<file path="src/rtl/mult_share_arbiter_pkg.sv">
// Shared constants for the multiplier-sharing arbiter: FSM encoding and requester indices.
package mult_share_arbiter_pkg;

  localparam logic [1:0] ST_IDLE    = 2'b00;
  localparam logic [1:0] ST_LAUNCH  = 2'b01;
  localparam logic [1:0] ST_WAIT    = 2'b10;
  localparam logic [1:0] ST_RESPOND = 2'b11;

  localparam logic REQ0 = 1'b0;
  localparam logic REQ1 = 1'b1;

  function automatic logic [1:0] owner_onehot(input logic owner);
    return (owner == REQ1) ? 2'b10 : 2'b01;
  endfunction

endpackage

</file>
<file path="src/rtl/mult_share_arbiter_rr_pick2.sv">
// Combinational 2-way round-robin selector; on a tie the requester that was not served last wins.
import mult_share_arbiter_pkg::*;

module rr_pick2 (
  input  logic [1:0] i_req,
  input  logic       i_last,
  output logic       o_valid,
  output logic       o_owner
);

  always_comb begin
    o_valid = |i_req;
    o_owner = REQ0;
    if (i_req == 2'b11) begin
      o_owner = ~i_last;
    end else if (i_req[1]) begin
      o_owner = REQ1;
    end
  end

endmodule

</file>
<file path="src/rtl/mult_share_arbiter.sv">
// Shares one start/done sequential multiplier between two requesters with round-robin
// arbitration and a watchdog that aborts an operation whose done never arrives.
import mult_share_arbiter_pkg::*;

module mult_share_arbiter #(
  parameter int WIDTH   = 4,
  parameter int TIMEOUT = 32
) (
  input  logic                 clk,
  input  logic                 i_reset_n,
  input  logic [1:0]           i_req,
  input  logic [WIDTH-1:0]     i_a0,
  input  logic [WIDTH-1:0]     i_b0,
  input  logic [WIDTH-1:0]     i_a1,
  input  logic [WIDTH-1:0]     i_b1,
  output logic [1:0]           o_ack,
  output logic [2*WIDTH-1:0]   o_result,
  output logic                 o_err,
  output logic                 o_busy,
  output logic                 o_mul_start,
  output logic [WIDTH-1:0]     o_mul_a,
  output logic [WIDTH-1:0]     o_mul_b,
  input  logic                 i_mul_done,
  input  logic [2*WIDTH-1:0]   i_mul_product
);

  localparam int WDOG_W = (TIMEOUT > 2) ? $clog2(TIMEOUT) : 1;
  localparam logic [WDOG_W-1:0] WDOG_LAST = WDOG_W'(TIMEOUT - 1);
  localparam logic [WDOG_W-1:0] WDOG_MAX  = '1;

  logic [1:0]         r_state;
  logic [1:0]         w_state_next;
  logic               r_last;
  logic               r_owner;
  logic [WDOG_W-1:0]  r_wdog;
  logic [1:0]         r_ack;
  logic [2*WIDTH-1:0] r_result;
  logic               r_err;
  logic               r_busy;
  logic               r_mul_start;
  logic [WIDTH-1:0]   r_mul_a;
  logic [WIDTH-1:0]   r_mul_b;
  logic               w_valid;
  logic               w_owner;

  rr_pick2 u_pick (
    .i_req   (i_req),
    .i_last  (r_last),
    .o_valid (w_valid),
    .o_owner (w_owner)
  );

  always_comb begin
    w_state_next = r_state;
    case (r_state)
      ST_IDLE:    if (w_valid) w_state_next = ST_LAUNCH;
      ST_LAUNCH:  w_state_next = ST_WAIT;
      ST_WAIT:    if (i_mul_done || (r_wdog == WDOG_LAST)) w_state_next = ST_RESPOND;
      ST_RESPOND: w_state_next = ST_IDLE;
      default:    w_state_next = ST_IDLE;
    endcase
  end

  // Strobe outputs are decoded from the next state so they line up with the state they belong to.
  always_ff @(posedge clk) begin
    if (!i_reset_n) begin
      r_state     <= ST_IDLE;
      r_last      <= REQ1;
      r_owner     <= REQ0;
      r_wdog      <= '0;
      r_ack       <= 2'b00;
      r_result    <= '0;
      r_err       <= 1'b0;
      r_busy      <= 1'b0;
      r_mul_start <= 1'b0;
      r_mul_a     <= '0;
      r_mul_b     <= '0;
    end else begin
      r_state     <= w_state_next;
      r_busy      <= (w_state_next != ST_IDLE);
      r_mul_start <= (w_state_next == ST_LAUNCH);
      r_ack       <= (w_state_next == ST_RESPOND) ? owner_onehot(r_owner) : 2'b00;
      case (r_state)
        ST_IDLE: begin
          if (w_valid) begin
            r_owner <= w_owner;
            r_mul_a <= (w_owner == REQ1) ? i_a1 : i_a0;
            r_mul_b <= (w_owner == REQ1) ? i_b1 : i_b0;
          end
        end
        ST_LAUNCH: r_wdog <= '0;
        ST_WAIT: begin
          if (r_wdog != WDOG_MAX) r_wdog <= r_wdog + 1'b1;
          if (i_mul_done) begin
            r_result <= i_mul_product;
            r_err    <= 1'b0;
          end else if (r_wdog == WDOG_LAST) begin
            r_result <= '0;
            r_err    <= 1'b1;
          end
        end
        ST_RESPOND: r_last <= r_owner;
        default: ;
      endcase
    end
  end

  assign o_ack       = r_ack;
  assign o_result    = r_result;
  assign o_err       = r_err;
  assign o_busy      = r_busy;
  assign o_mul_start = r_mul_start;
  assign o_mul_a     = r_mul_a;
  assign o_mul_b     = r_mul_b;

endmodule

</file>
<file path="config.mk">
export PLATFORM = sky130hd
export DESIGN_NAME = mult_share_arbiter
export DESIGN_NICKNAME = d
export VERILOG_FILES = /design/src/rtl/mult_share_arbiter_pkg.sv /design/src/rtl/mult_share_arbiter_rr_pick2.sv /design/src/rtl/mult_share_arbiter.sv
export SDC_FILE = /design/constraint.sdc
export NUM_CORES = 1
export LEC_CHECK = 0
export ABC_AREA = 0
export CAP_MARGIN = 30
export CORE_AREA = 2 2 70 72
export DETAILED_ROUTE_END_ITERATION = 10
export DIE_AREA = 0 0 72 74
export HOLD_SLACK_MARGIN = 0.1
export SLEW_MARGIN = 20
export SYNTH_ARGS = -nofsm -noshare
export SYNTH_HDL_FRONTEND = slang
export SYNTH_HIERARCHICAL = 1
export SYNTH_SLANG_ARGS = --single-unit
</file>
<file path="constraint.sdc">
create_clock -name clk -period 1.55 [get_ports clk]
set_input_delay 0.155 -clock clk [delete_from_list [all_inputs] [get_ports clk]]
set_output_delay 0.155 -clock clk [all_outputs]
set_load 0.05 [all_outputs]
</file>
======== Word-level counts from Yosys, hierarchy flattened ========
Index checks and enable logic that the tools add are counted.
storage, ports and cells
  register bits after elaboration ......... 30
  bits in latches ......................... 0
  RAM bits ................................ 0
  bits in read-only memories .............. 0
  input port bits ......................... 29
  output and inout bits ................... 21
  logic and storage cells ................. 46
  memories ................................ 0
cells by class
  add/sub/neg operators ................... 1
  multipliers ............................. 0
  div/mod/pow operators ................... 0
  $lt $le $gt $ge ......................... 0
  equality and inequality tests ........... 9
  shift-type cells ........................ 0
  multiplexer cells ....................... 14
  bitwise logic cells ..................... 1
  reductions and logical operators ........ 10
operators by type and width
  cell                                                 count
  two-way mux 8 bit                                    2
  case mux 5 bit (2 select lines)                      1
  equality test 2 bit, second input constant           4
  two-way mux 4 bit                                    2
  case mux 2 bit (4 select lines)                      1
  AND reduction 2 bit                                  4
  two-way mux 2 bit                                    3
  nonzero test 2 bit                                   3
  adder 5 x 1 -> 5 bit, second input constant          1
  equality test 5 bit, second input constant           1
  two-way mux 5 bit                                    1
  != test 5 bit, second input constant                 1
  equality test 2 x 1 -> 1 bit, second input constant  2
  two-way mux 1 bit                                    4
  zero test 2 bit                                      1
  != test 2 bit, second input constant                 1
  OR reduction 2 bit                                   1
  logical OR 1 bit                                     1
  inverter 1 bit                                       1

======== Depth between registers and ports, before layout ========
  word-level depth ........................ 6
  gate-level depth with buffers ........... 7
  mapped depth without buffers ............ 6

======== Cells and area by module ========
Netlist, hierarchy kept.
modules (own cells, without submodules)
  module              times used  cells an instance  area an instance (um2)  sequential area each (um2)
  mult_share_arbiter  1           130                1315.0                  600.6
  rr_pick2            1           2                  13.8                    0.0

======== Worst setup path before layout ========
Ideal clock, no wire load.
  kind .................................... reg2reg
  start ................................... register r_wdog[0]
  end ..................................... register r_busy, in the netlist o_busy
  library setup time ...................... 123 ps
  arrival ................................. 1555 ps
  data required time ...................... 1427 ps
  setup slack ............................. -128 ps
  stages on the path, launching flop included .. 7
  path buffers ............................ 0
  clock period less this slack ............ 1678 ps
  path through ............................ dfxtp_1 ha_1 and3_1 ha_1 or3_4 a21oi_4 o21ai_2
between the ends
  cells in the longest elaborated chain, start to end .. 5
ends and longest elaborated chain
  item                             line                      RTL
  start: declaration               mult_share_arbiter.sv:35  logic [WDOG_W-1:0] r_wdog;
  start signal: assignment         mult_share_arbiter.sv:93  if (r_wdog != WDOG_MAX) r_wdog <= r_wdog + 1'b1;
  equality test 5 bit              mult_share_arbiter.sv:58  ST_WAIT: if (i_mul_done || (r_wdog == WDOG_LAST)) w_state_next = ST_RESPOND;
  logical OR 1 bit                 mult_share_arbiter.sv:58
  two-way mux 2 bit                mult_share_arbiter.sv:58
  case mux 2 bit (4 select lines)  mult_share_arbiter.sv:55  case (r_state)
  nonzero test 2 bit               mult_share_arbiter.sv:80  r_busy <= (w_state_next != ST_IDLE);
  end signal: assignment           mult_share_arbiter.sv:80
  end: declaration                 mult_share_arbiter.sv:39  logic r_busy;
No other way between the ends.
A chain may end at the register's enable or synchronous reset.

======== Final worst setup path ========
  start ................................... register r_wdog[0]
  end ..................................... register r_state[0]
between the ends
  cells in the longest elaborated chain, start to end .. 4
ends and longest elaborated chain
  item                             line                      RTL
  equality test 5 bit              mult_share_arbiter.sv:58
  logical OR 1 bit                 mult_share_arbiter.sv:58
  two-way mux 2 bit                mult_share_arbiter.sv:58
  case mux 2 bit (4 select lines)  mult_share_arbiter.sv:55
  end signal: assignment           mult_share_arbiter.sv:79  r_state <= w_state_next;
  end: declaration                 mult_share_arbiter.sv:31  logic [1:0] r_state;
No other way between the ends.

==> flow_summary_export.csv <==
group,metric,value,unit
clocking,cts-root-to-sink-buffers,2,
place,gp_congestion,0.833,
power,power.share.combinational,0.459,
final_layout,final_core_util,0.449,
detailed_routing,wire_per_inst,12.3,um
die,die_area,0.00533,mm2
critical_path,critical_path_peak_fanout,5,
detailed_routing,via_count,1136,
timing,maxSlewViolCount,0,
die,rows,25,
place,placedCellCount,238,
timing,finalCritPeriodShare,0.999,
power,p_int,1960,uW
global_route,grt_remaining_overflow,0,
power,p_leak,0.000897,uW
clocking,clock-root-buffer,"sky130_fd_sc_hd__clkbuf_8",
timing,maxSlewHeadroom,0.705,
die,die_outline_width,72,um
min_path,worst_hold_path.endpoint,"r_last",
global_route,number_of_antenna_violations_at_the_first_check_in_global_routing,0,
critical_path,endpoint_of_the_worst_register_to_register_path,"r_state[0]",
power,power.density_cell_area,1600,mW/mm2
critical_path,timing.critical_path.cells,"ha_4, and3_4, ha_4, or3_4, a21oi_4, nor2_1",
critical_path,reg_to_reg_critical_path_startpoint,"r_wdog[0]",
critical_path,biggest_cell_delay_along_the_critical_path,0.34,ns
power,p_sw_frac,0.406,
min_path,worst_hold_path_type,"reg2reg",
die,floorplan.core_area,0.00460,mm2
critical_path,endpoint_kind,"register",
critical_path,crit_type,"reg2reg",
global_route,grt_first_pass_wirelength,5.19,mm
synthesis,post_synth_most_frequent_cells,"sky130_fd_sc_hd__dfxtp_1, sky130_fd_sc_hd__nand2_1, sky130_fd_sc_hd__mux2i_1, sky130_fd_sc_hd__nor2b_1",
timing,finalHoldWorstSlack,0.485,ns
synthesis,synth.largest_area_cell,"sky130_fd_sc_hd__dfxtp_1",
critical_path,timing.critical_path.buf_inv,0,
power,power.net_switching,1340,uW
die,start_util,0.289,
critical_path,critical_path.top_delay_family,"simple AND/OR/NAND/NOR gates",
synthesis,avgSynthCellArea,10.1,um2
synthesis,synth_async_sr_flop_share,0,
power,seqPwrFrac,0.318,
synthesis,top_cells_by_area_synth,"sky130_fd_sc_hd__dfxtp_1, sky130_fd_sc_hd__mux2i_1, sky130_fd_sc_hd__ha_1, sky130_fd_sc_hd__o211a_1, sky130_fd_sc_hd__a22oi_1",
die,height_of_the_die,74,um
final_layout,drive_gt1_frac,0.301,
detailed_routing,route.detailed.drc,0,
critical_path,critPathMostFrequentCell,"sky130_fd_sc_hd__ha_4",
critical_path,r2r_cells,6,
detailed_routing,drt_iter0_drc,45,
critical_path,timing.critical_path.required,1.70,ns
synthesis,top_reg_cell_synth,"sky130_fd_sc_hd__dfxtp_1",
clocking,cts_tree,"done",
synthesis,ys_warn_count,6,
min_path,worstHoldStart,"r_last",
timing,final.setup.tns,0,ns
power,share_clk_of_total_power,0.223,
synthesis,post_synth_inst_count,132,
timing,worst_slew_pin_slew,0.438,ns
timing,count_of_endpoints_failing_setup_in_the_final_report,0,
clocking,insertion_delay,0.27,ns
synthesis,yosys_register_bits,30,
critical_path,regToRegSetupSlack,0.002,ns
run_status,run_status,"complete, no violations",
place,dpl_worst_slack,-0.139,ns
critical_path,worstSetupStartpointType,"register",
detailed_routing,drt_pass1_iterations,4,
timing,time_the_final_worst_path_needs_with_i_o_delays_and_setup,1.55,ns
final_layout,nNetsFinal,228,
die,io-pin-count,50,
global_route,first_global_vias,1160,
synthesis,netlist-cell-type-count,28,
final_layout,areaGrowthSynthToFinish,55.4,%
flow_run,max-cap-violations,0,
synthesis,synth_top_cell_area_share,0.452,
timing,achievable-frequency,646,MHz
timing,hold_viol_final,0,
timing,unrepaired_setup_endpoints_after_global_routing,"true",
detailed_routing,detail_route.vias_per_cell,4.60,
critical_path,crit_path_top_delay_cell,"sky130_fd_sc_hd__dfxtp_2",
clocking,cts_made_buffers,5,
global_route,grt_util_all_layers,0.126,
critical_path,worst-path-stages,6,
min_path,min_delay_path_depth,2,
timing,setup_slack,0.00210,ns
synthesis,syn_area,0.00133,mm2
synthesis,number_of_enable_flip_flop_cells_after_synthesis,0,
place,dp.final_hpwl,2.33,mm
synthesis,mappedNetlistNets,168,
clocking,cts-hold-fix-buffers,0,
clocking,clkSlewWorstSetupHoldPaths,0.06,ns
synthesis,synthMostInstantiatedCell,"sky130_fd_sc_hd__dfxtp_1",
detailed_routing,ant_nets,0,
power,worst_ir_drop_vdd,839,uV
synthesis,synth_sequential_area_ratio,0.452,
place,port_buffers,49,
critical_path,worst_ep_arrival_time,1.70,ns
final_layout,antennaDiodeCount,0,
global_route,maximum_number_of_pins_on_one_net_before_global_route_repair,18,
detailed_routing,finalWirelength,3.05,mm
final_layout,final_standard_cell_count_with_taps_included_and_fillers_excluded,247,
timing,fin_worst_skew,0.00115,ns
clocking,cts.sinks,30,
clocking,ctsHtreeMaxLevel,2,
-- kinds of logic after synthesis --
| logic type | share of synthesized area |
|---|---|
| adder cells (fa/ha/maj) | 0.0659 |
| AO/OA/AOI/OAI | 0.186 |
| multiplexers | 0.0753 |
| AND/OR/NAND/NOR | 0.187 |
| flip-flops | 0.452 |
| buffers and inverters | 0.0330 |
-- layout make-up --
| type | instances | area [um2] |
|---|---|---|
| fill | 455 | 2530 |
| clock buffer | 8 | 110 |
| sequential | 30 | 604 |
| timing repair buffer | 60 | 524 |
| tap | 54 | 67.6 |
| multi-input combinational | 92 | 747 |
| inverter | 3 | 11.3 |
-- per-stage QoR --
| stage | instance area (um2) | total power, uW |
|---|---|---|
| 2_1_floorplan | 1360 | 2080 |
| 3_3_place_gp | 1910 | 2490 |
| 3_5_place_dp | 1910 | 2530 |
| 4_1_cts | 2040 | 3320 |
| 5_1_grt | 2060 | 3510 |
| 6_report | 2060 | 3300 |
-- how the worst max path moves through the flow --
| stage | from | end | slack (ns) |
|---|---|---|---|
| 2_1_floorplan | r_wdog[0] | o_mul_start | 0.002 |
| 3_3_place_gp | i_req[0] | r_owner | -0.04 |
| 3_5_place_dp | i_req[0] | r_owner | -0.14 |
| 4_1_cts | r_wdog[0] | r_state[0] | -0.01 |
| 5_1_grt | r_wdog[0] | o_mul_start | -0.04 |
| 6_report | r_wdog[0] | r_state[0] | 0.002 |
-- per-layer routing --
metal	track usage	up-vias	part of all wire
li1	-	583	-
met1	0.157	515	0.45
met2	0.192	33	0.47
met3	0.0488	5	0.061
met4	0.0587	0	0.016
met5	0	-	0
-- state kept, by name, summed over array words and instances, names as in the netlist, 2 cells and up --
register  flops
o_ack         2
r_wdog        5
r_state       2
o_mul_b       4
o_mul_a       4
o_result      8
-- worst register-to-register path, cell delays in order (launching register included) --
cell and delay, ns:
sky130_fd_sc_hd__dfxtp_2 0.34, sky130_fd_sc_hd__ha_4 0.16, sky130_fd_sc_hd__and3_4 0.15, sky130_fd_sc_hd__ha_4 0.16, sky130_fd_sc_hd__or3_4 0.33, sky130_fd_sc_hd__a21oi_4 0.22, sky130_fd_sc_hd__nor2_1 0.07
-- repair_timing --
item	4_1_cts	5_1_grt
pin swaps	6	3
gates cloned	0	0
setup endpoints to repair	6	24
buffers inserted	0	1
resized for setup	4	7
-- power groups by stage --
stage | logic [uW] | registers [uW] | clock network (uW)
6_report | 1520 | 1050 | 736
5_1_grt | 1630 | 1070 | 806
4_1_cts | 1520 | 1050 | 760
3_5_place_dp | 1470 | 1060 | 0
3_3_place_gp | 1430 | 1060 | 0
2_1_floorplan | 581 | 1500 | 0
-- layout by cell type (no fill, tap or decap), drive strengths merged --
cell,synthesis,final
a21boi,4,4
mux2i,10,10
a22oi,8,8
nor2b,9,9
a21oi,3,3
nand4b,1,1
nor4b,1,1
clkdlybuf4s50,0,28
o211a,8,8
nor3b,3,3
nor4,1,1
nor2,4,4
nand2,12,12
nand2b,3,3
dfxtp,30,30
clkbuf,2,8
or3,1,1
or2,1,1
and2,4,4
and3,2,2
and2b,1,1
inv,3,3
nor3,1,1
o31a,1,1
ha,7,7
buf,5,32
o21ai,7,7
(Power assumes the default switching activity.)
